### src/rtl/slice_reader.sv
// slice_reader
// Streams a full state image (2^ADDR_W slice words) out of a synchronous-read
// slice memory in ascending address order over a valid/ready handshake.
//
// Ports:
//   clk        rising-edge clock
//   rst        asynchronous active-high reset
//   start      begin a transfer (sampled only while idle)
//   clear      synchronous abort back to idle (highest priority)
//   rd_en      memory read strobe, high exactly while fetching
//   rd_addr    memory read address (the internal slice counter)
//   rd_data    memory read data, valid the cycle after rd_en
//   out_data   registered output word, stable while out_valid is high
//   out_valid  output word available
//   out_ready  downstream accepts the word
//   out_last   current output word is the final slice
//   busy       a transfer is in progress
//   done       one-cycle pulse after the final word is accepted
module slice_reader #(
    parameter int unsigned DATA_W = 25,
    parameter int unsigned ADDR_W = 6
) (
    input  logic              clk,
    input  logic              rst,
    input  logic              start,
    input  logic              clear,
    output logic              rd_en,
    output logic [ADDR_W-1:0] rd_addr,
    input  logic [DATA_W-1:0] rd_data,
    output logic [DATA_W-1:0] out_data,
    output logic              out_valid,
    input  logic              out_ready,
    output logic              out_last,
    output logic              busy,
    output logic              done
);

    typedef enum logic [2:0] {
        StIdle,
        StFetch,
        StLatch,
        StSend,
        StDone
    } state_t;

    localparam logic [ADDR_W-1:0] LastAddr = '1;
    localparam logic [ADDR_W-1:0] AddrOne  = {{(ADDR_W-1){1'b0}}, 1'b1};

    state_t state;

    always_ff @(posedge clk or posedge rst) begin
        if (rst) begin
            state     <= StIdle;
            rd_addr   <= '0;
            out_data  <= '0;
            out_valid <= 1'b0;
            done      <= 1'b0;
        end else if (clear) begin
            // out_data deliberately keeps its last value on abort
            state     <= StIdle;
            rd_addr   <= '0;
            out_valid <= 1'b0;
            done      <= 1'b0;
        end else begin
            done <= 1'b0;
            unique case (state)
                StIdle: begin
                    if (start) begin
                        rd_addr <= '0;
                        state   <= StFetch;
                    end
                end
                StFetch: begin
                    state <= StLatch;
                end
                StLatch: begin
                    // memory data for the fetched address is valid now
                    out_data  <= rd_data;
                    out_valid <= 1'b1;
                    state     <= StSend;
                end
                StSend: begin
                    if (out_ready) begin
                        out_valid <= 1'b0;
                        if (rd_addr == LastAddr) begin
                            // counter parks on the last address until next start
                            done  <= 1'b1;
                            state <= StDone;
                        end else begin
                            rd_addr <= rd_addr + AddrOne;
                            state   <= StFetch;
                        end
                    end
                end
                StDone: begin
                    state <= StIdle;
                end
                default: begin
                    state <= StIdle;
                end
            endcase
        end
    end

    assign rd_en    = (state == StFetch);
    assign busy     = (state != StIdle);
    assign out_last = out_valid && (rd_addr == LastAddr);

endmodule

### config.mk
export PLATFORM = sky130hd
export DESIGN_NAME = slice_reader
export DESIGN_NICKNAME = d
export VERILOG_FILES = /design/src/rtl/slice_reader.sv
export SDC_FILE = /design/constraint.sdc
export NUM_CORES = 1
export LEC_CHECK = 0
export BUFFER_PORTS_ARGS = -buffer_cell sky130_fd_sc_hd__buf_2
export CAP_MARGIN = 20
export CORE_MARGIN = 5
export CORE_UTILIZATION = 50
export DETAILED_ROUTE_END_ITERATION = 16
export PLACE_DENSITY = 0.91
export SYNTH_ARGS = -nofsm -noshare
export SYNTH_HDL_FRONTEND = slang
export SYNTH_SLANG_ARGS = --single-unit
### constraint.sdc
create_clock -name clk -period 2.6 [get_ports clk]
set_input_delay 0.13 -clock clk [delete_from_list [all_inputs] [get_ports clk]]
set_output_delay 0.13 -clock clk [all_outputs]
set_load 0.05 [all_outputs]
; Word-level counts from Yosys, hierarchy flattened
; Index checks and enable logic that the tools add are counted.
[totals]
inputBits = 30
wordCells = 40
ff_bits = 36
[op_classes]
muxes = 17
n_bitwise = 1
addsub = 1
n_reduce_logical = 9
eq_ne = 7
[op_table]
columns = cell, n
row1 = $mux W6, 4
row2 = $mux W3, 4
row3 = $pmux W3 S4, 1
row4 = $pmux W6 S2, 1
row5 = $ne A3 B3 Y1 const B, 3
row6 = $reduce_bool A3 Y1, 3
row7 = $add A6 B1 Y6 const B, 1
row8 = $eq A3 B2 Y1 const B, 2
row9 = $eq A6 B6 Y1 const B, 1
row10 = $mux W1, 6
row11 = $reduce_and A2 Y1, 3
row12 = $reduce_and A4 Y1, 1
row13 = $eq A3 B1 Y1 const B, 1
row14 = $logic_not A3 Y1, 1
row15 = $pmux W1 S2, 1
row16 = $logic_and A1 B1 Y1, 1
row17 = $not A1 Y1, 1

; Depth between registers and ports, before layout
; Gate-level depths: netlist of run 1.
[depth]
ltp_word = 5
depth_mapped = 6
depth_no_buf = 5

; Worst setup path before layout of run 1
; OpenSTA, ideal clock, no wires.
[synth_timing]
path_kind = register to register
start = register rd_addr[0]
end = register rd_addr[5]
setup_slack_ps = 593
n_path_buf = 0
arrival_time_ps = 1904
path_stages_with_launch = 6
t_required_ps = 2496
setup_time_ps = 104
path_cell_list = dfrtp_1 ha_1 nand2_1 or3_1 a22o_1 o311ai_1
[synth_via]
elab_chain_cells = 5
elab_cells_between_ends = 8
cone_classes = add/sub: 1 / eq/ne: 2 / mux: 4 / reduce/logical: 1
[synth_lines]
columns = item, line_no
row1 = "start, declared", 28  ; output logic [ADDR_W-1:0] rd_addr,
row2 = "start signal, assigned", 90  ; rd_addr <= rd_addr + AddrOne;
row3 = $add A6 B1 Y6, 90
row4 = $mux W6, 85  ; if (rd_addr == LastAddr) begin
row5 = $mux W6, 83  ; if (out_ready) begin
row6 = $pmux W6 S2, 66  ; unique case (state)
row7 = $mux W6, 58  ; end else if (clear) begin
; Parallel ways exist; a longest one is shown, timed or not. The select of a mux whose other input is x is not followed.
; A chain may end at the register's enable or synchronous reset.

; Worst setup path in the final report of run 1
[layout_timing]
start = register rd_addr[0]
end = output out_last
[layout_via]
elab_chain_cells = 2
[layout_lines]
columns = item, line_no
row1 = $eq A6 B6 Y1, 107  ; assign out_last = out_valid && (rd_addr == LastAddr);
row2 = $logic_and A1 B1 Y1, 107
row3 = "end, declared", 33  ; output logic out_last,
; Every way passes these cells.

==> results of run 1 <==
-- flip-flops by register name, summed over array words and instances (netlist names) --
name and flops:
done 1, out_data 25, out_valid 1, rd_addr 6, state 3
-- metal layers --
| metal | global-route usage (%) | routed length, um | vias up |
|---|---|---|---|
| met5 | 0 | 0 | - |
| met4 | 4.66 | 35 | 0 |
| met3 | 5.44 | 308 | 6 |
| met2 | 29.5 | 1530 | 52 |
| met1 | 19.7 | 1420 | 554 |
| li1 | - | - | 569 |
-- power by group through the flow --
stage | Combinational [mW] | Sequential [mW] | Clock (mW)
after floorplan | 0.173 | 1.39 | 0
after global placement | 0.979 | 0.797 | 0
after detailed placement | 0.993 | 0.813 | 0
after CTS | 1.00 | 0.800 | 0.389
after global routing | 1.03 | 0.822 | 0.416
final | 0.989 | 0.798 | 0.373
-- cell families (layout without fill, tap and decap cells) --
| family | Yosys count | after routing | synth area share [%] |
|---|---|---|---|
| buffers and inverters | 8 | 84 | 3.29 |
| muxes | 26 | 26 | 18.7 |
| and+or+nand+nor | 32 | 32 | 12.2 |
| adders and majority gates | 1 | 1 | 0.801 |
| xor gates and xnor gates | 1 | 1 | 0.561 |
| DFF | 36 | 36 | 57.7 |
| AOI/OAI and AO/OA | 14 | 14 | 6.81 |
-- what timing repair did --
action                    CTS  global route
hold endpoints to repair   40             1
hold buffers                5             1
buffers inserted            0             0
-- path summary, 6_finish.rpt --
check	from	to	slack (ps)	cells after the start
min in group asynchronous	rst	out_data[2]	450	4
min reg2reg	out_data[12]	out_data[12]	490	1
max	rd_addr[0]	out_last	720	5
min	rd_data[23]	out_data[23]	20	2
max in group asynchronous	rst	rd_addr[5]	1850	4
max reg2reg	rd_addr[0]	rd_addr[4]	780	5
-- area by class of cell --
cell class,instances,area [um2]
Fill cell,229,972
Sequential cell,36,901
Multi-Input combinational cell,74,612
Timing Repair Buffer,73,400
Tap cell,44,55.1
Clock buffer,6,41.3
Clock inverter,2,35.0
Inverter,3,11.3
-- cells in the final DEF, fill, tap and decap left out, drive strengths merged, types with 2 or more instances in the layout --
cell,netlist,layout
nor2,6,6
o21ai,3,3
dlygate4sd3,0,6
nand3,4,4
nor3b,2,2
and2,3,3
inv,3,3
clkbuf,0,6
or3,2,2
buf,5,67
nor2b,2,2
mux2,25,25
o32ai,2,2
nand2b,6,6
dfrtp,36,36
o32a,2,2
nand2,4,4
==> flow_metrics.env, run 1 <==
export IMPL_synth_top_cell_area_share_pct=57.7
export IMPL_worst_setup_path_end_kind="output port"
export IMPL_post_drt_wl_per_cell_um=13.8
export IMPL_yosys_area_top_type="dfrtp_1"
export IMPL_synthesis_nets=149
export IMPL_yosysWarningCount=0
export IMPL_slew_violations=0
export IMPL_async_flop_share_pct=100
export IMPL_placed_area_mm2=0.00192
export IMPL_share_seq_of_total_power_pct=36.9
export IMPL_largest_net_degree_at_the_start_of_global_routing=37
export IMPL_drt_antenna_violating_nets=0
export IMPL_global_route_usage_total_pct=16.9
export IMPL_crit_family="simple AND/OR/NAND/NOR gates"
export IMPL_critPathMaxStageDelay_ps=420
export IMPL_i_o_pin_count=66
export IMPL_timing_hold_violations_final=0
export IMPL_htreeDepth=2
export IMPL_crit_slowest_cell="dfrtp_1"
export IMPL_detailroute_via_count=1181
export IMPL_synthesis_instances=118
export IMPL_antenna_found_initial=0
export IMPL_grt_pass1_vias=1247
export IMPL_final_instance_count_excl_fill=238
export IMPL_fin_skew_ps=1.68
export IMPL_grt_first_pass_wirelength_um=5600
export IMPL_clk_pin_slew_ps=100
export IMPL_worst_hold_slack_ps=15.0
export IMPL_areaGrowthSynthToFinish_pct=31.7
export IMPL_fp_dieArea_mm2=0.00434
export IMPL_synth_edf_count=0
export IMPL_synth_area_leaders="dfrtp_1 58%, mux2_1 18%, nand2b_1 2.4%"
export IMPL_wl_final_um=3290
export IMPL_combPwrFrac_pct=45.8
export IMPL_crit_path_cell_trace="ha_1 -> nand2_1 -> nor3_1 -> and2_1 -> buf_2"
export IMPL_gpl_congestion=0.839
export IMPL_cts_made_buffers=5
export IMPL_clk_latency_worst_skew_pair_ps=320
export IMPL_crit_type="reg -> out"
export IMPL_io_port_bufs=65
export IMPL_cts_resized=0
export IMPL_highest_ir_drop_seen_on_vdd_v=0.000417
export IMPL_core_area_mm2=0.00303
export IMPL_layout_drive_gt1_share_pct=39.7
export IMPL_min_cycle_time_layout_ps=1880
export IMPL_pre_cts_slack_ps=810
export IMPL_row_count=20
export IMPL_dp_hpwl_um=2510
export IMPL_min_period_over_period_pct=72.2
export IMPL_dp_cells=224
export IMPL_timing_final_setup_violations=0
export IMPL_die_height_um=65.9
export IMPL_die_width_um=65.9
export IMPL_worst_slew_pin_slew_ps=430
export IMPL_diodes=0
export IMPL_post_synth_most_frequent_cells="36 x dfrtp_1, 25 x mux2_1, 6 x nand2b_1, 6 x nor2_1, 4 x nand2_1"
export IMPL_power_leakage_nw=1.01
export IMPL_clk_path_buf_depth=2
export IMPL_worst_path_buf_inv=1
export IMPL_cp_data_arrival_time_ps=1750
export IMPL_p_sw_share_pct=46.4
export IMPL_yosys_cell_count_top_type="dfrtp_1"
export IMPL_timing_slew_headroom_pct=71.3
export IMPL_crit_path_max_fanout=5
export IMPL_floorplan_initialDensity_pct=51.6
export IMPL_postLayoutSetupSlackWorst_ps=724
export IMPL_cts_sink_count=36
export IMPL_gr_total_overflow=0
export IMPL_detailedRoute_firstIterationViolations=29
export IMPL_average_vias_per_placed_instance=4.96
export IMPL_synth_distinct_cells=33
export IMPL_clockPowerShare_pct=17.3
export IMPL_post_synth_instance_area_mm2=0.00156
export IMPL_design_power_total_mw=2.16
export IMPL_flops_latches_synth=36
export IMPL_post_synth_cell_area_avg_um2=13.2
export IMPL_hold_path_class="in -> reg"
export IMPL_setup_repair_after_global_routing_missed_its_margin="false"
export IMPL_status="finished, final reports clean"
export IMPL_timing_setup_tns_ps=0
export IMPL_max_clock_freq_mhz=533
export IMPL_worst_path_required_ps=2470
export IMPL_post_route_cell_area_mm2=0.00206
export IMPL_finalCoreUtilization_pct=67.9
export IMPL_cts_tree="built"
export IMPL_route_detailed_drc=0
export IMPL_synth_top_flop_cell="dfrtp_1"
export IMPL_power_density_mw_per_mm2=1050
export IMPL_clock_root_cell="clkbuf_4"
export IMPL_max_cap_viol_count=0
export IMPL_p_int_mw=1.16
export IMPL_drt_first_pass_iters=2
export IMPL_sequential_cell_area_fraction_in_the_yosys_report_pct=57.7
export IMPL_timing_critical_path_from_type="flop"
export IMPL_final_layout_net_count=224
export IMPL_p_switching_mw=1.00
No activity file was read; power rests on OpenSTA's default activity.
==> run 2, diff against run 1 <==
--- a/config.mk
+++ b/config.mk
@@ -8,9 +8,9 @@
 export BUFFER_PORTS_ARGS = -buffer_cell sky130_fd_sc_hd__buf_2
 export CAP_MARGIN = 20
 export CORE_MARGIN = 5
-export CORE_UTILIZATION = 50
+export CORE_UTILIZATION = 42
 export DETAILED_ROUTE_END_ITERATION = 16
-export PLACE_DENSITY = 0.91
+export PLACE_DENSITY = 0.82
 export SYNTH_ARGS = -nofsm -noshare
 export SYNTH_HDL_FRONTEND = slang
 export SYNTH_SLANG_ARGS = --single-unit
==> constraint.sdc (replaced) <==
create_clock -name clk -period 1.7 [get_ports clk]
set_input_delay 0.085 -clock clk [delete_from_list [all_inputs] [get_ports clk]]
set_output_delay 0.085 -clock clk [all_outputs]
set_load 0.05 [all_outputs]
==> flow_metrics.env, run 2 (synthesis results as in run 1) <==
export IMPL_worst_path_buf_inv=0
export IMPL_placed_area_mm2=0.00200
export IMPL_cts_sink_count=36
export IMPL_gr_total_overflow=0
export IMPL_row_count=22
export IMPL_clock_root_cell="clkbuf_8"
export IMPL_register_area_um2=906
export IMPL_largest_net_degree_at_the_start_of_global_routing=37
export IMPL_layout_drive_gt1_share_pct=46.9
export IMPL_cts_tree="built"
export IMPL_detailroute_via_count=1168
export IMPL_share_seq_of_total_power_pct=35.3
export IMPL_final_layout_net_count=222
export IMPL_core_area_mm2=0.00363
export IMPL_diodes=0
export IMPL_mostFrequentLayoutCells="64 x buf_2, 32 x dfrtp_1, 25 x mux2_1"
export IMPL_hold_path_class="in -> reg"
export IMPL_status="finished, final reports clean"
export IMPL_min_cycle_time_layout_ps=1590
export IMPL_crit_path_max_fanout=6
export IMPL_post_drt_wl_per_cell_um=13.2
export IMPL_average_vias_per_placed_instance=4.87
export IMPL_slew_violations=0
export IMPL_htreeDepth=2
export IMPL_max_clock_freq_mhz=627
export IMPL_fp_dieArea_mm2=0.00504
export IMPL_clk_pin_slew_ps=70
export IMPL_combPwrFrac_pct=44.1
export IMPL_cp_data_arrival_time_ps=1780
export IMPL_global_route_usage_total_pct=13.6
export IMPL_areaGrowthSynthToFinish_pct=36.1
export IMPL_dp_hpwl_um=2410
export IMPL_final_common_cell="buf_2"
export IMPL_largest_register_ff_count=25
export IMPL_crit_slowest_cell="dfrtp_2"
export IMPL_worst_setup_path_end_kind="flop"
export IMPL_timing_final_setup_violations=0
export IMPL_multi_input_area_um2=653
export IMPL_timing_hold_violations_final=0
export IMPL_reg2regPathDepth=5
export IMPL_p_int_mw=1.91
export IMPL_detailedRoute_firstIterationViolations=26
export IMPL_highest_ir_drop_seen_on_vdd_v=0.000588
export IMPL_i_o_pin_count=66
export IMPL_antenna_found_initial=0
export IMPL_power_density_mw_per_mm2=1610
export IMPL_crit_path_cell_trace="ha_4 -> nand2_2 -> or3_4 -> a22o_4 -> o311ai_1"
export IMPL_layout_filler_cells=311
export IMPL_floorplan_initialDensity_pct=43.0
export IMPL_crit_type="reg -> reg"
export IMPL_drt_antenna_violating_nets=0
export IMPL_max_cap_viol_count=0
export IMPL_p_sw_share_pct=44.5
export IMPL_final_instance_count_excl_fill=240
export IMPL_grt_pass1_vias=1166
export IMPL_power_leakage_nw=1.01
export IMPL_critPathMaxStageDelay_ps=410
export IMPL_worst_path_required_ps=1880
export IMPL_cts_repair_timing_setup_buffer_count=0
export IMPL_wl_final_um=3160
export IMPL_drt_first_pass_iters=4
export IMPL_min_period_over_period_pct=93.8
export IMPL_timing_setup_tns_ps=0
export IMPL_cts_made_buffers=5
export IMPL_timing_critical_path_from_type="flop"
export IMPL_worst_slew_pin_slew_ps=438
export IMPL_design_power_total_mw=3.43
export IMPL_largest_register="out_data"
export IMPL_critical_path_depth=5
export IMPL_die_width_um=71.0
export IMPL_io_port_bufs=65
export IMPL_clockPowerShare_pct=20.6
export IMPL_grt_first_pass_wirelength_um=5410
export IMPL_p_switching_mw=1.53
export IMPL_post_route_cell_area_mm2=0.00213
export IMPL_clk_latency_worst_skew_pair_ps=280
export IMPL_dp_cells=231
export IMPL_min_delay_path_depth=2
export IMPL_die_height_um=71.0
export IMPL_route_detailed_drc=0
export IMPL_gpl_congestion=0.817
export IMPL_setup_repair_after_global_routing_missed_its_margin="false"
export IMPL_crit_family="compound AO/OA/AOI/OAI gates"
export IMPL_timing_slew_headroom_pct=70.8
export IMPL_fin_skew_ps=1.82
export IMPL_clk_path_buf_depth=2
export IMPL_biggest_regs="out_data: 25 flops, rd_addr: 6 flops, state: 3 flops"
==> run 2: cell count changes in the layout (fill, tap and decap cells not counted), moves of 2 or more <==
cell           before  now
buf_4               2    4
clkbuf_4            5    1
clkbuf_8            0    5
dfrtp_1            36   32
dfrtp_2             0    4
dlygate4sd3_1       6    1
==> run 2: power groups by stage <==
stage / clock network [mW] / registers [mW] / logic (mW)
after global placement: 0 / 1.22 / 1.51
after floorplan: 0 / 2.12 / 0.270
final: 0.707 / 1.21 / 1.51
after global routing: 0.776 / 1.25 / 1.59
after detailed placement: 0 / 1.23 / 1.53
after CTS: 0.741 / 1.22 / 1.53
==> run 2: path summary, 6_finish.rpt <==
path                                   from           end  slack, ps
worst max-delay path             rd_addr[0]    rd_addr[5]        110
worst min-delay path            rd_data[23]  out_data[23]         20
worst max register to register   rd_addr[0]    rd_addr[5]        110
worst min register to register  out_data[7]   out_data[7]        480
max in group asynchronous               rst    rd_addr[1]        910
min in group asynchronous               rst  out_data[24]        460
==> run 2: area by class of cell <==
| cell class | count | share of cell area, % |
|---|---|---|
| multi-input cells | 74 | 30.7 |
| flip-flops and latches | 36 | 42.6 |
| clock inverters | 2 | 1.65 |
| inverters | 3 | 0.530 |
| well taps | 48 | 2.83 |
| clock buffers | 6 | 3.41 |
| repair buffers | 71 | 18.2 |
==> run 2: stage by stage <==
step                      util, %  hold WS, ps  worst slack (ps)
final                        58.5         17.2               105
after global placement       55.0          211               151
after detailed placement     55.0          222              94.0
after global routing         58.5         5.19              23.0
after floorplan                 -          174             -43.4
after CTS                    58.3         6.66              18.2
==> run 2: per-layer routing <==
metal	share of wire [%]	up-vias	GRT usage, %	routed length (um)
met4	2.0	0	5.64	64
li1	-	568	-	-
met2	42	54	19.9	1320
met5	0	-	0	0
met3	11	5	5.68	345
met1	45	541	17.8	1430
==> run 2: what timing repair did <==
item	in CTS	in global routing
endpoints found under the hold margin	36	0
resized for setup	0	3
hold buffers	1	0
endpoints found under the setup margin	0	2
